**src/rtl/npu_result_packer.sv**
```systemverilog
// npu_result_packer: packs pairs of 16-bit TPU results into 32-bit words,
// closes a tile on the rising edge of the all-lanes load_end condition,
// buffers the words in a small FIFO and streams them out on valid/ready.
module npu_result_packer #(
    parameter int DEPTH = 8,
    parameter int CW    = 8
) (
    input  logic                     caravel_wb_clk_i,
    input  logic                     caravel_wb_rst_ni,
    input  logic [15:0]              out1,
    input  logic                     en,
    input  logic [3:0]               load_end,
    output logic [31:0]              m_data,
    output logic                     m_last,
    output logic                     m_valid,
    input  logic                     m_ready,
    output logic [$clog2(DEPTH):0]   level,
    output logic [CW-1:0]            tile_cnt,
    output logic                     overflow,
    input  logic                     clr_ovf
);

    localparam int AW = $clog2(DEPTH);
    localparam int LW = AW + 1;
    localparam logic [LW-1:0] FULL = LW'(DEPTH);

    typedef enum logic {
        EMPTY,
        HALF
    } state_t;

    state_t         state;
    logic [15:0]    held;
    logic           prev_all;
    logic           tile_end;

    logic           push;
    logic [32:0]    push_word;
    logic           pop;
    logic           accept;

    logic [32:0]    mem [DEPTH];
    logic [AW-1:0]  wr_ptr;
    logic [AW-1:0]  rd_ptr;
    logic [32:0]    head;

    assign tile_end = (&load_end) & ~prev_all;

    // Decide whether the current cycle completes a word and what it holds.
    always_comb begin
        push      = 1'b0;
        push_word = '0;
        unique case (state)
            EMPTY: begin
                if (en && tile_end) begin
                    push      = 1'b1;
                    push_word = {1'b1, 16'h0000, out1};
                end
            end
            HALF: begin
                if (en) begin
                    push      = 1'b1;
                    push_word = {tile_end, out1, held};
                end else if (tile_end) begin
                    push      = 1'b1;
                    push_word = {1'b1, 16'h0000, held};
                end
            end
            default: ;
        endcase
    end

    assign pop     = m_valid & m_ready;
    // A full FIFO can still take a word when the head leaves on the same edge.
    assign accept  = push & ((level != FULL) | pop);
    assign head    = mem[rd_ptr];
    assign m_data  = head[31:0];
    assign m_last  = head[32];
    assign m_valid = (level != '0);

    // Packer state; advances even when the completed word is dropped.
    always_ff @(posedge caravel_wb_clk_i or negedge caravel_wb_rst_ni) begin
        if (!caravel_wb_rst_ni) begin
            state <= EMPTY;
            held  <= '0;
        end else begin
            unique case (state)
                EMPTY: begin
                    if (en && !tile_end) begin
                        held  <= out1;
                        state <= HALF;
                    end
                end
                HALF: begin
                    if (en || tile_end) begin
                        state <= EMPTY;
                    end
                end
                default: state <= EMPTY;
            endcase
        end
    end

    // Tile edge detection and tile counting.
    always_ff @(posedge caravel_wb_clk_i or negedge caravel_wb_rst_ni) begin
        if (!caravel_wb_rst_ni) begin
            prev_all <= 1'b0;
            tile_cnt <= '0;
        end else begin
            prev_all <= &load_end;
            if (tile_end) begin
                tile_cnt <= tile_cnt + 1'b1;
            end
        end
    end

    // FIFO storage, pointers and occupancy.
    always_ff @(posedge caravel_wb_clk_i or negedge caravel_wb_rst_ni) begin
        if (!caravel_wb_rst_ni) begin
            for (int unsigned i = 0; i < DEPTH; i++) begin
                mem[i] <= '0;
            end
            wr_ptr <= '0;
            rd_ptr <= '0;
            level  <= '0;
        end else begin
            if (accept) begin
                mem[wr_ptr] <= push_word;
                wr_ptr      <= wr_ptr + 1'b1;
            end
            if (pop) begin
                rd_ptr <= rd_ptr + 1'b1;
            end
            if (accept && !pop) begin
                level <= level + 1'b1;
            end else if (pop && !accept) begin
                level <= level - 1'b1;
            end
        end
    end

    // Sticky drop flag; a new drop wins over a simultaneous clear.
    always_ff @(posedge caravel_wb_clk_i or negedge caravel_wb_rst_ni) begin
        if (!caravel_wb_rst_ni) begin
            overflow <= 1'b0;
        end else if (push && !accept) begin
            overflow <= 1'b1;
        end else if (clr_ovf) begin
            overflow <= 1'b0;
        end
    end

endmodule

```
**config.mk**
```make
export PLATFORM = sky130hd
export DESIGN_NAME = npu_result_packer
export DESIGN_NICKNAME = d
export VERILOG_FILES = /design/src/rtl/npu_result_packer.sv
export SDC_FILE = /design/constraint.sdc
export NUM_CORES = 1
export LEC_CHECK = 0
export ABC_AREA = 0
export CAP_MARGIN = 20
export CELL_PAD_IN_SITES_DETAIL_PLACEMENT = 2
export CELL_PAD_IN_SITES_GLOBAL_PLACEMENT = 2
export CORE_ASPECT_RATIO = 0.75
export CORE_UTILIZATION = 43
export CTS_BUF_LIST = sky130_fd_sc_hd__clkbuf_4 sky130_fd_sc_hd__clkbuf_8
export DETAILED_ROUTE_END_ITERATION = 10
export PLACE_DENSITY_LB_ADDON = 0.1
export SKIP_LAST_GASP = 1
export SLEW_MARGIN = 30
export SYNTH_ARGS = -nofsm -noshare
export SYNTH_HDL_FRONTEND = slang
export SYNTH_SLANG_ARGS = --single-unit
```
**constraint.sdc**
```tcl
create_clock -name caravel_wb_clk_i -period 2.6 [get_ports caravel_wb_clk_i]
set_clock_uncertainty 0.1 [all_clocks]
set_input_delay 0.39 -clock caravel_wb_clk_i [delete_from_list [all_inputs] [get_ports caravel_wb_clk_i]]
set_output_delay 0.39 -clock caravel_wb_clk_i [all_outputs]
set_load 0.02 [all_outputs]
```
==> tab_implementation.tex, run 1 <==
\begin{tabular}{lr}
\hline
Metric & Value \\
\hline
\multicolumn{2}{l}{\textbf{Run status}} \\
Result of the run & complete, but fails checks \\
Failing checks & setup timing \\
\multicolumn{2}{l}{\textbf{Placed design}} \\
Placed standard-cell area & 16,650 um\^{}2 \\
Quantity of I/O buffers inserted on ports & 71 \\
Worst slack after detailed placement & -0.2811 ns \\
Weighted congestion at the end of routability-driven global placement & 0.7703 \\
Total half-perimeter wirelength after legalization and detailed placement & 26,510 um \\
\multicolumn{2}{l}{\textbf{Power and ir drop}} \\
Net Sw Frac & 31.85\% \\
Switching power summed over all nets & 6285 uW \\
Leakage component of the power & 0.009112 uW \\
Power Total & 19,730 uW \\
Relative contribution of combinational cells to total power & 40.0\% \\
Worst vdd ir & 478.2 uV \\
Sequential power share & 37.4\% \\
Share of power burned in the clock network & 22.6\% \\
Cell-internal power & 13,450 uW \\
PD cells & 1093 nW/um\^{}2 \\
\multicolumn{2}{l}{\textbf{Yosys}} \\
Avg Inst Size Synth & 16.45 um\^{}2 \\
Area contributors post-synth & sky130\_fd\_sc\_hd\_\_dfrtp\_1 50\%, sky130\_fd\_sc\_hd\_\_mux2\_4 21\%, sky130\_fd\_sc\_hd\_\_mux4\_2 9.8\%, sky130\_fd\_sc\_hd\_\_mux2\_2 7.2\%, sky130\_fd\_sc\_hd\_\_buf\_8 1.6\% \\
Combined area of all synthesized cells & 15,200 um\^{}2 \\
Top post-synthesis cells by count & 301 x sky130\_fd\_sc\_hd\_\_dfrtp\_1, 210 x sky130\_fd\_sc\_hd\_\_mux2\_4, 97 x sky130\_fd\_sc\_hd\_\_mux2\_2, 66 x sky130\_fd\_sc\_hd\_\_mux4\_2 \\
Flops \& latches, synth & 301 \\
Count of distinct cell types in the synthesized netlist & 45 \\
Synthesized netlist cell count & 924 \\
Most repeated cell in the gate-level netlist after synthesis & sky130\_fd\_sc\_hd\_\_dfrtp\_1 \\
Syn\_nets & 956 \\
Share of synthesized registers carrying an async set or reset & 100.0\% \\
Portion of synthesized cell area occupied by the leading cell type & 49.57\% \\
Register area share after synthesis & 49.57\% \\
Yosys synthesis warning count & 0 \\
EDFF count, synth & 0 \\
Flip-flop cell with the highest count after synthesis & sky130\_fd\_sc\_hd\_\_dfrtp\_1 \\
Post-synth top area cell & sky130\_fd\_sc\_hd\_\_dfrtp\_1 \\
\multicolumn{2}{l}{\textbf{Detailed routing}} \\
Number of DRC violations after detailed routing & 0 \\
WL/cell & 27.46 um \\
Drt via density & 5.642 \\
Initial DRC Count & 440 \\
Routed Wire Length & 42,150 um \\
ANT nets after route & 0 \\
Drt first pass iters & 4 \\
Detailed-route via count & 8,660 \\
\multicolumn{2}{l}{\textbf{GRT}} \\
Wire length of the first global-routing pass & 65,300 um \\
Global-route total usage across every layer & 24.30\% \\
Largest net degree at the start of global routing & 80 \\
Via count of the first global-routing pass & 10,260 \\
Initial antenna violation count & 1 \\
Total overflow reported by the global router & 0 \\
\multicolumn{2}{l}{\textbf{Die}} \\
Count of boundary I/O pins & 72 \\
Total number of placement rows & 59 \\
Die Span X & 219.1 um \\
Starting density of the core & 43.70\% \\
Die area & 36,100 um\^{}2 \\
Area inside the core boundary & 34,770 um\^{}2 \\
Height of the chip & 164.8 um \\
\multicolumn{2}{l}{\textbf{Timing}} \\
Final slew viol count & 0 \\
Remaining max-slew budget at the tightest pin & 46.83\% \\
Share of the clock period used by the worst path & 111.3\% \\
Least-Margin Pin Slew & 0.7967 ns \\
Fmax & 345.7 MHz \\
Post-layout worst setup margin & -0.2931 ns \\
Final worst hold slack & 0.2661 ns \\
Total setup violations reported at the end of the flow & 33 \\
Hold Fails Final Rpt & 0 \\
RSZ-0062 raised after global routing & true \\
Shortest clock period the worst path allows after layout & 2.893 ns \\
\multicolumn{2}{l}{\textbf{Final layout}} \\
Number of fill cells in the layout & 3,038 \\
Number of nets in the finished design & 1,077 \\
Multi-input gate area & 7088 um\^{}2 \\
Antenna cell count & 0 \\
Post-route design area & 18,060 um\^{}2 \\
Area growth from synthesis to final layout & 18.85\% \\
Ratio of cells with drive above 1 in the final layout & 55.19\% \\
Storage cell area & 7541 um\^{}2 \\
Util after Layout & 51.94\% \\
\multicolumn{2}{l}{\textbf{Critical path}} \\
Required time worst endpoint & 2.11 ns \\
Worst EP arrival & 2.40 ns \\
Startpoint Class & flop \\
Type of the worst setup path & flop to output port \\
Capturing element type of the critical path & output port \\
Worst Path Max Fanout & 5 \\
\multicolumn{2}{l}{\textbf{Clock tree}} \\
TritonCTS clock tree & built \\
Clock buffer count from CTS & 51 \\
Clock sink count & 301 \\
CTS max path bufs & 3 \\
Number of H-tree levels & 2 \\
Clock transition at the registers of the reported paths & 0.07 ns \\
Clock root cell & sky130\_fd\_sc\_hd\_\_clkbuf\_8 \\
Later-pin clock latency in the skew report & 0.59 ns \\
\multicolumn{2}{l}{\textbf{Min path}} \\
Worst min-delay path category & input port to async pin \\
\multicolumn{2}{l}{\textbf{Job}} \\
Max capacitance violation total & 0 \\
\hline
\end{tabular}
==> sequential cells by signal (all words and copies together) (netlist names) <==
register and count:
tile_cnt 8, wr_ptr 3, mem 264, overflow 1
prev_all 1, rd_ptr 3, state 1, held 16
level 4
==> power by group through the flow <==
stage,logic (uW),registers [uW],clock network [uW]
6_report,7890,7370,4470
3_5_place_dp,7190,7440,0
3_3_place_gp,6930,7200,0
5_1_grt,8390,7550,4790
4_1_cts,7930,7350,4580
2_1_floorplan,5150,6970,0
==> per-layer routing <==
layer,track usage (%),up-vias,share of wire (%)
li1,-,3666,-
met1,32.88,4739,45
met2,40.61,186,49
met3,4.328,69,3.8
met4,5.840,0,1.9
met5,0,-,0
==> cells in the final DEF, fill, tap and decap left out, drive strengths merged, types with 14 or more instances in the layout <==
cell type / count
and3: 14
buf: 103
clkbuf: 79
clkdlybuf4s50: 37
dfrtp: 301
inv: 15
mux2: 307
mux4: 66
nand3: 15
o21ai: 22
==> final cells by class <==
class | instances | area share, %
clock buffer | 79 | 5.432
clock inverter | 7 | 0.3464
inverter | 15 | 0.3118
multi-input combinational | 535 | 39.25
sequential | 301 | 41.76
tap | 457 | 3.166
timing repair buffer | 141 | 9.741
==> through the flow <==
stage | cells | setup TNS [ns]
floorplan | 924 | 0
global placement | 1438 | -1.994
detailed placement | 1438 | -5.567
CTS | 1535 | -9.237
global route | 1535 | -9.650
finish | 1535 | -6.947
==> cells by family (layout without fill, tap and decap cells) <==
kind of cell | Yosys count | count (layout) | share of synthesized area [%]
adders and majority gates | 8 | 8 | 0.7163
DFF | 301 | 301 | 49.57
buffers and inverters | 88 | 242 | 4.603
AOI/OAI and AO/OA | 55 | 55 | 2.536
muxes | 374 | 374 | 37.79
xor gates and xnor gates | 13 | 13 | 0.7493
and+or+nand+nor | 85 | 85 | 4.043
==> critical path: stages, from the launching register on <==
cell	delay, ns
sky130_fd_sc_hd__dfrtp_4	0.53
sky130_fd_sc_hd__buf_12	0.16
sky130_fd_sc_hd__buf_16	0.14
sky130_fd_sc_hd__buf_4	0.13
sky130_fd_sc_hd__mux4_2	0.41
sky130_fd_sc_hd__mux2_4	0.29
sky130_fd_sc_hd__buf_6	0.13
==> repair_timing <==
action,in CTS,in global routing
hold buffers,1,0
cloned,3,0
pin swaps,0,1
setup buffers,7,2
endpoints found under the setup margin,33,34
gates resized for setup,215,20
endpoints found under the hold margin,71,0
==> final timing paths <==
check,startpoint,to,slack [ns],cells after the start
max in group asynchronous,caravel_wb_rst_ni,mem[125],1.27,3
hold reg to reg,tile_cnt[7],tile_cnt[7],0.38,1
min in group caravel_wb_clk_i,clr_ovf,overflow,0.27,2
setup / recovery,rd_ptr[0],m_data[9],-0.29,6
setup reg to reg,level[1],level[3],0.23,9
hold / removal,caravel_wb_rst_ni,mem[118],0.27,2
(Power assumes the default switching activity.)
==> run 2, diff against run 1 <==
Settings changed: HOLD_SLACK_MARGIN set to 0.03.
==> results of run 2 <==
Final layout, timing and power as in run 1 (identical DEF).
